--- config.mk ---
export PLATFORM = sky130hd
export DESIGN_NAME = hazard_stall_ctl
export DESIGN_NICKNAME = d
export VERILOG_FILES = /design/src/rtl/hazard_stall_ctl.sv
export SDC_FILE = /design/constraint.sdc
export NUM_CORES = 1
export LEC_CHECK = 0
export BUFFER_PORTS_ARGS = -buffer_cell sky130_fd_sc_hd__buf_2
export CAP_MARGIN = 30
export CORE_AREA = 2 2 39 41
export DETAILED_ROUTE_END_ITERATION = 10
export DIE_AREA = 0 0 41 43
export PLACE_DENSITY_LB_ADDON = 0.1
export SLEW_MARGIN = 20
export SYNTH_ARGS = -nofsm -noshare
export SYNTH_HDL_FRONTEND = slang
export SYNTH_SLANG_ARGS = --single-unit
--- constraint.sdc ---
create_clock -name clk -period 1.51 [get_ports clk]
set_input_delay 0.302 -clock clk [delete_from_list [all_inputs] [get_ports clk]]
set_output_delay 0.302 -clock clk [all_outputs]
set_load 0.005 [all_outputs]
--- src/rtl/hazard_stall_ctl.sv ---
// Load-use stall and branch flush sequencer between IF/ID and ID/EX.
// Optional STALL_PERF_EN macro adds saturating stall/flush cycle counters.
module hazard_stall_ctl #(
  parameter int STALL_CYCLES = 1,
  parameter int FLUSH_CYCLES = 1
) (
  input  logic       clk,
  input  logic       reset,
  input  logic       idex_memread,
  input  logic [4:0] idex_rt,
  input  logic [4:0] ifid_rs,
  input  logic [4:0] ifid_rt,
  input  logic       ifid_uses_rt,
  input  logic       branch_taken,
  output logic       pc_write,
  output logic       ifid_write,
  output logic       idex_bubble,
  output logic       ifid_flush,
  output logic [1:0] hz_state
`ifdef STALL_PERF_EN
  ,
  output logic [31:0] stall_cnt,
  output logic [31:0] flush_cnt
`endif
);

  typedef enum logic [1:0] {
    RUN   = 2'b00,
    STALL = 2'b01,
    FLUSH = 2'b10
  } hz_e;

  localparam logic [3:0] SC1 = 4'(STALL_CYCLES - 1);
  localparam logic [3:0] FC1 = 4'(FLUSH_CYCLES - 1);

  hz_e        state, state_nx;
  logic [3:0] cnt, cnt_nx;
  logic       hazard;
  logic       in_stall, in_flush;
  logic       last;

  assign hazard = idex_memread & (idex_rt != 5'd0) &
                  ((idex_rt == ifid_rs) |
                   (ifid_uses_rt & (idex_rt == ifid_rt)));

  // any encoding other than STALL/FLUSH behaves as RUN
  assign in_stall = (state == STALL);
  assign in_flush = (state == FLUSH);
  assign last     = (cnt <= 4'd1);

  always_ff @(posedge clk or negedge reset) begin
    if (!reset) begin
      state <= RUN;
      cnt   <= 4'd0;
    end else begin
      state <= state_nx;
      cnt   <= cnt_nx;
    end
  end

  always_comb begin
    pc_write    = 1'b1;
    ifid_write  = 1'b1;
    idex_bubble = 1'b0;
    ifid_flush  = 1'b0;
    state_nx    = RUN;
    cnt_nx      = 4'd0;
    hz_state    = RUN;
    if (in_flush) hz_state = FLUSH;
    else if (in_stall) hz_state = STALL;

    if (branch_taken) begin
      ifid_flush  = 1'b1;
      idex_bubble = 1'b1;
      if (FLUSH_CYCLES > 1) begin
        state_nx = FLUSH;
        cnt_nx   = FC1;
      end
    end else if (in_flush) begin
      ifid_flush  = 1'b1;
      idex_bubble = 1'b1;
      cnt_nx      = cnt - 4'd1;
      state_nx    = last ? RUN : FLUSH;
    end else if (in_stall) begin
      pc_write    = 1'b0;
      ifid_write  = 1'b0;
      idex_bubble = 1'b1;
      cnt_nx      = cnt - 4'd1;
      state_nx    = last ? RUN : STALL;
    end else if (hazard) begin
      pc_write    = 1'b0;
      ifid_write  = 1'b0;
      idex_bubble = 1'b1;
      if (STALL_CYCLES > 1) begin
        state_nx = STALL;
        cnt_nx   = SC1;
      end
    end

    // reset forces a safe frozen/flushed pipeline front end
    if (!reset) begin
      pc_write    = 1'b0;
      ifid_write  = 1'b0;
      idex_bubble = 1'b1;
      ifid_flush  = 1'b1;
      hz_state    = RUN;
    end
  end

`ifdef STALL_PERF_EN
  always_ff @(posedge clk or negedge reset) begin
    if (!reset) begin
      stall_cnt <= 32'd0;
      flush_cnt <= 32'd0;
    end else begin
      if (!pc_write && (stall_cnt != 32'hFFFF_FFFF))
        stall_cnt <= stall_cnt + 32'd1;
      if (ifid_flush && (flush_cnt != 32'hFFFF_FFFF))
        flush_cnt <= flush_cnt + 32'd1;
    end
  end
`endif

endmodule

==> impl_metrics.ini <==
[outcome]
status = finished with violations
violations = setup timing

[sta]
rsz0062_at_grt = yes
setup_viol = 3
relSlewSlack_pct = 81.57
max_freq_ghz = 0.5738
fin_crit_sh_pct = 115.4
hold_viol = 0
final.setup.worst_slack_ns = -0.2328
hold-worst-slack_ns = 0.3987
fin_skew_ns = 0.004563
worst_pin_slew_ns = 0.2741
fin_crit_ns = 1.743
drv_slew = 0
tns_ns = -0.5567

[setup_path]
crit_arrival_ns = 1.44
worst-path-max-fanout = 2
crit_type = in2out
crit_required_ns = 1.21
end_kind = output port
start_kind = input port
r2r_start = cnt[0]
startpoint = idex_rt[2]

[yosys]
syn_area_um2 = 442.9
yosysWarnings = 0
synth_seq_cells = 6
ys_seq_area_share_pct = 33.90
syn_inst = 50
ys_types = 21
synth_fp_nets = 72
synth_top_area_share_pct = 33.90
yosysTopAreaCell = dfrtp_1
ys_top_cells_by_area = dfrtp_1 (34%), xor2_1 (18%), nor2_1 (8.5%), xnor2_1 (5.9%), ha_1 (5.6%)
syn_area_per_cell_um2 = 8.859

[final_layout]
drive_gt1_share_pct = 43.21
final_area_um2 = 658.1
synthToLayoutAreaGrowth_pct = 48.59
final_cells = 97
final_common_cell = buf_2
nets = 105
antenna_cells = 0
final_cell_mix = buf_2 (23), nor2_1 (10), xor2_1 (9)

[job]
cap_violations = 0

[grt]
use_met3_pct = 4.712
grt_pass1_vias = 364
busiest_layer = met2
grt_start_max_net_pins = 7
grt_first_pass_wirelength_um = 1531
met2_usage_pct = 18.13
antenna_found_initial = 0
met1_usage_pct = 17.49
grt_usage_pct = 13.06
overflow = 0

[pwr]
p_per_area_nw_per_um2 = 598.7
ir_drop_uv = 322.6
fin_total_pwr_mw = 0.3941
p_leak_nw = 0.3428

[placement]
dp_cells = 93
hpwl_um = 774.4
port_buffers = 25
gp_congestion = 0.6824
dpl_cell_area_um2 = 603.1

[routing]
drtIter0Drc = 2
drtAntennaViolNets = 0
drt_first_pass_iters = 2
drc = 0
vias = 427
drt_wl_total_um = 963
vias_per_cell = 4.402
wl_per_cell_um = 9.928

[cts]
htree_levels = 1
clk_path_buf_depth = 2
cts_made_buffers = 3
clk_latency_ns = 0.24
clk_pin_slew_worst_paths_ns = 0.04
clkSinkCount = 6
postCtsSetupBuffers = 0
cts_tree = yes
cts-root-buf = clkbuf_4

[floorplan]
start_util_pct = 32.01
core-area_um2 = 1384
fp.dieH_um = 43
row_count = 14
die-area_um2 = 1763
dieWidth_um = 41
pin_count = 26

[min_path]
hp-class = in2reg
hp-start = branch_taken
[metal layers]
metal  share of wire [%]  wire length [um]
met1                  48               466
met2                  46               443
met3                 5.5                53
met4                   0                 0
met5                   0                 0
[kinds of logic (layout without fill, tap and decap cells)]
| family | after synthesis | count (layout) | share of synthesized area (%) |
|---|---|---|---|
| compound gates | 6 | 6 | 10.17 |
| xor+xnor | 12 | 12 | 23.73 |
| fa+ha+maj | 2 | 2 | 5.649 |
| buf+inv | 5 | 36 | 5.084 |
| flops | 6 | 6 | 33.90 |
| simple gates | 19 | 19 | 21.47 |
[stage by stage]
step | setup WS, ns | util, %
2_1_floorplan | -0.1374 | -
3_3_place_gp | -0.2699 | 43.58
3_5_place_dp | -0.3049 | 43.58
4_1_cts | -0.2894 | 46.84
5_1_grt | -0.2987 | 47.56
6_report | -0.2328 | 47.56
[worst max-delay path, cell delays in order]
cell and delay, ns:
buf_6 0.09, or4_4 0.52, o21ai_2 0.13, nand3b_1 0.11, o221a_2 0.19, buf_2 0.10
[worst paths after layout]
check,endpoint,slack (ns),cells past startpoint
max in group asynchronous,state[0],0.79,2
min in group asynchronous,cnt[0],0.51,2
setup reg to reg,state[1],0.33,5
hold reg to reg,cnt[0],0.48,1
setup / recovery,pc_write,-0.23,6
hold / removal,state[1],0.40,4
[state kept, by name (all words and copies together) (netlist names)]
name / count
cnt: 4
state: 2
[layout make-up]
cell class | count | area [um2]
multi-input cells | 39 | 280.3
clock buffers | 3 | 22.52
repair buffers | 29 | 170.2
flip-flops and latches | 6 | 150.1
well taps | 16 | 20.02
fillers | 149 | 725.7
inverters | 4 | 15.01
[power breakdown]
part | leakage [nW] | internal [mW] | switching [mW] | total, mW
Combinational | 0.245 | 0.0502 | 0.0378 | 0.0881
Sequential | 0.0839 | 0.161 | 0 | 0.161
Clock | 0.0138 | 0.0897 | 0.0549 | 0.145
[what timing repair did]
item,in CTS,in global routing
endpoints found under the hold margin,6,0
gates resized for setup,2,3
hold buffers,1,0
pin swaps,5,1
setup endpoints to repair,3,5
[cell usage after synthesis]
master / number
o21ai_0: 1
nor4_1: 1
a32oi_1: 1
nand2b_1: 1
xor2_1: 9
buf_4: 1
nor2b_1: 1
nor2_1: 10
o221a_2: 1
a21o_1: 1
nand3b_1: 1
inv_1: 4
or4_1: 1
ha_1: 2
xnor2_1: 3
o31ai_1: 1
nand3_1: 1
dfrtp_1: 6
nor3_1: 2
o21ai_1: 1
or2b_2: 1
(Power assumes the default switching activity.)
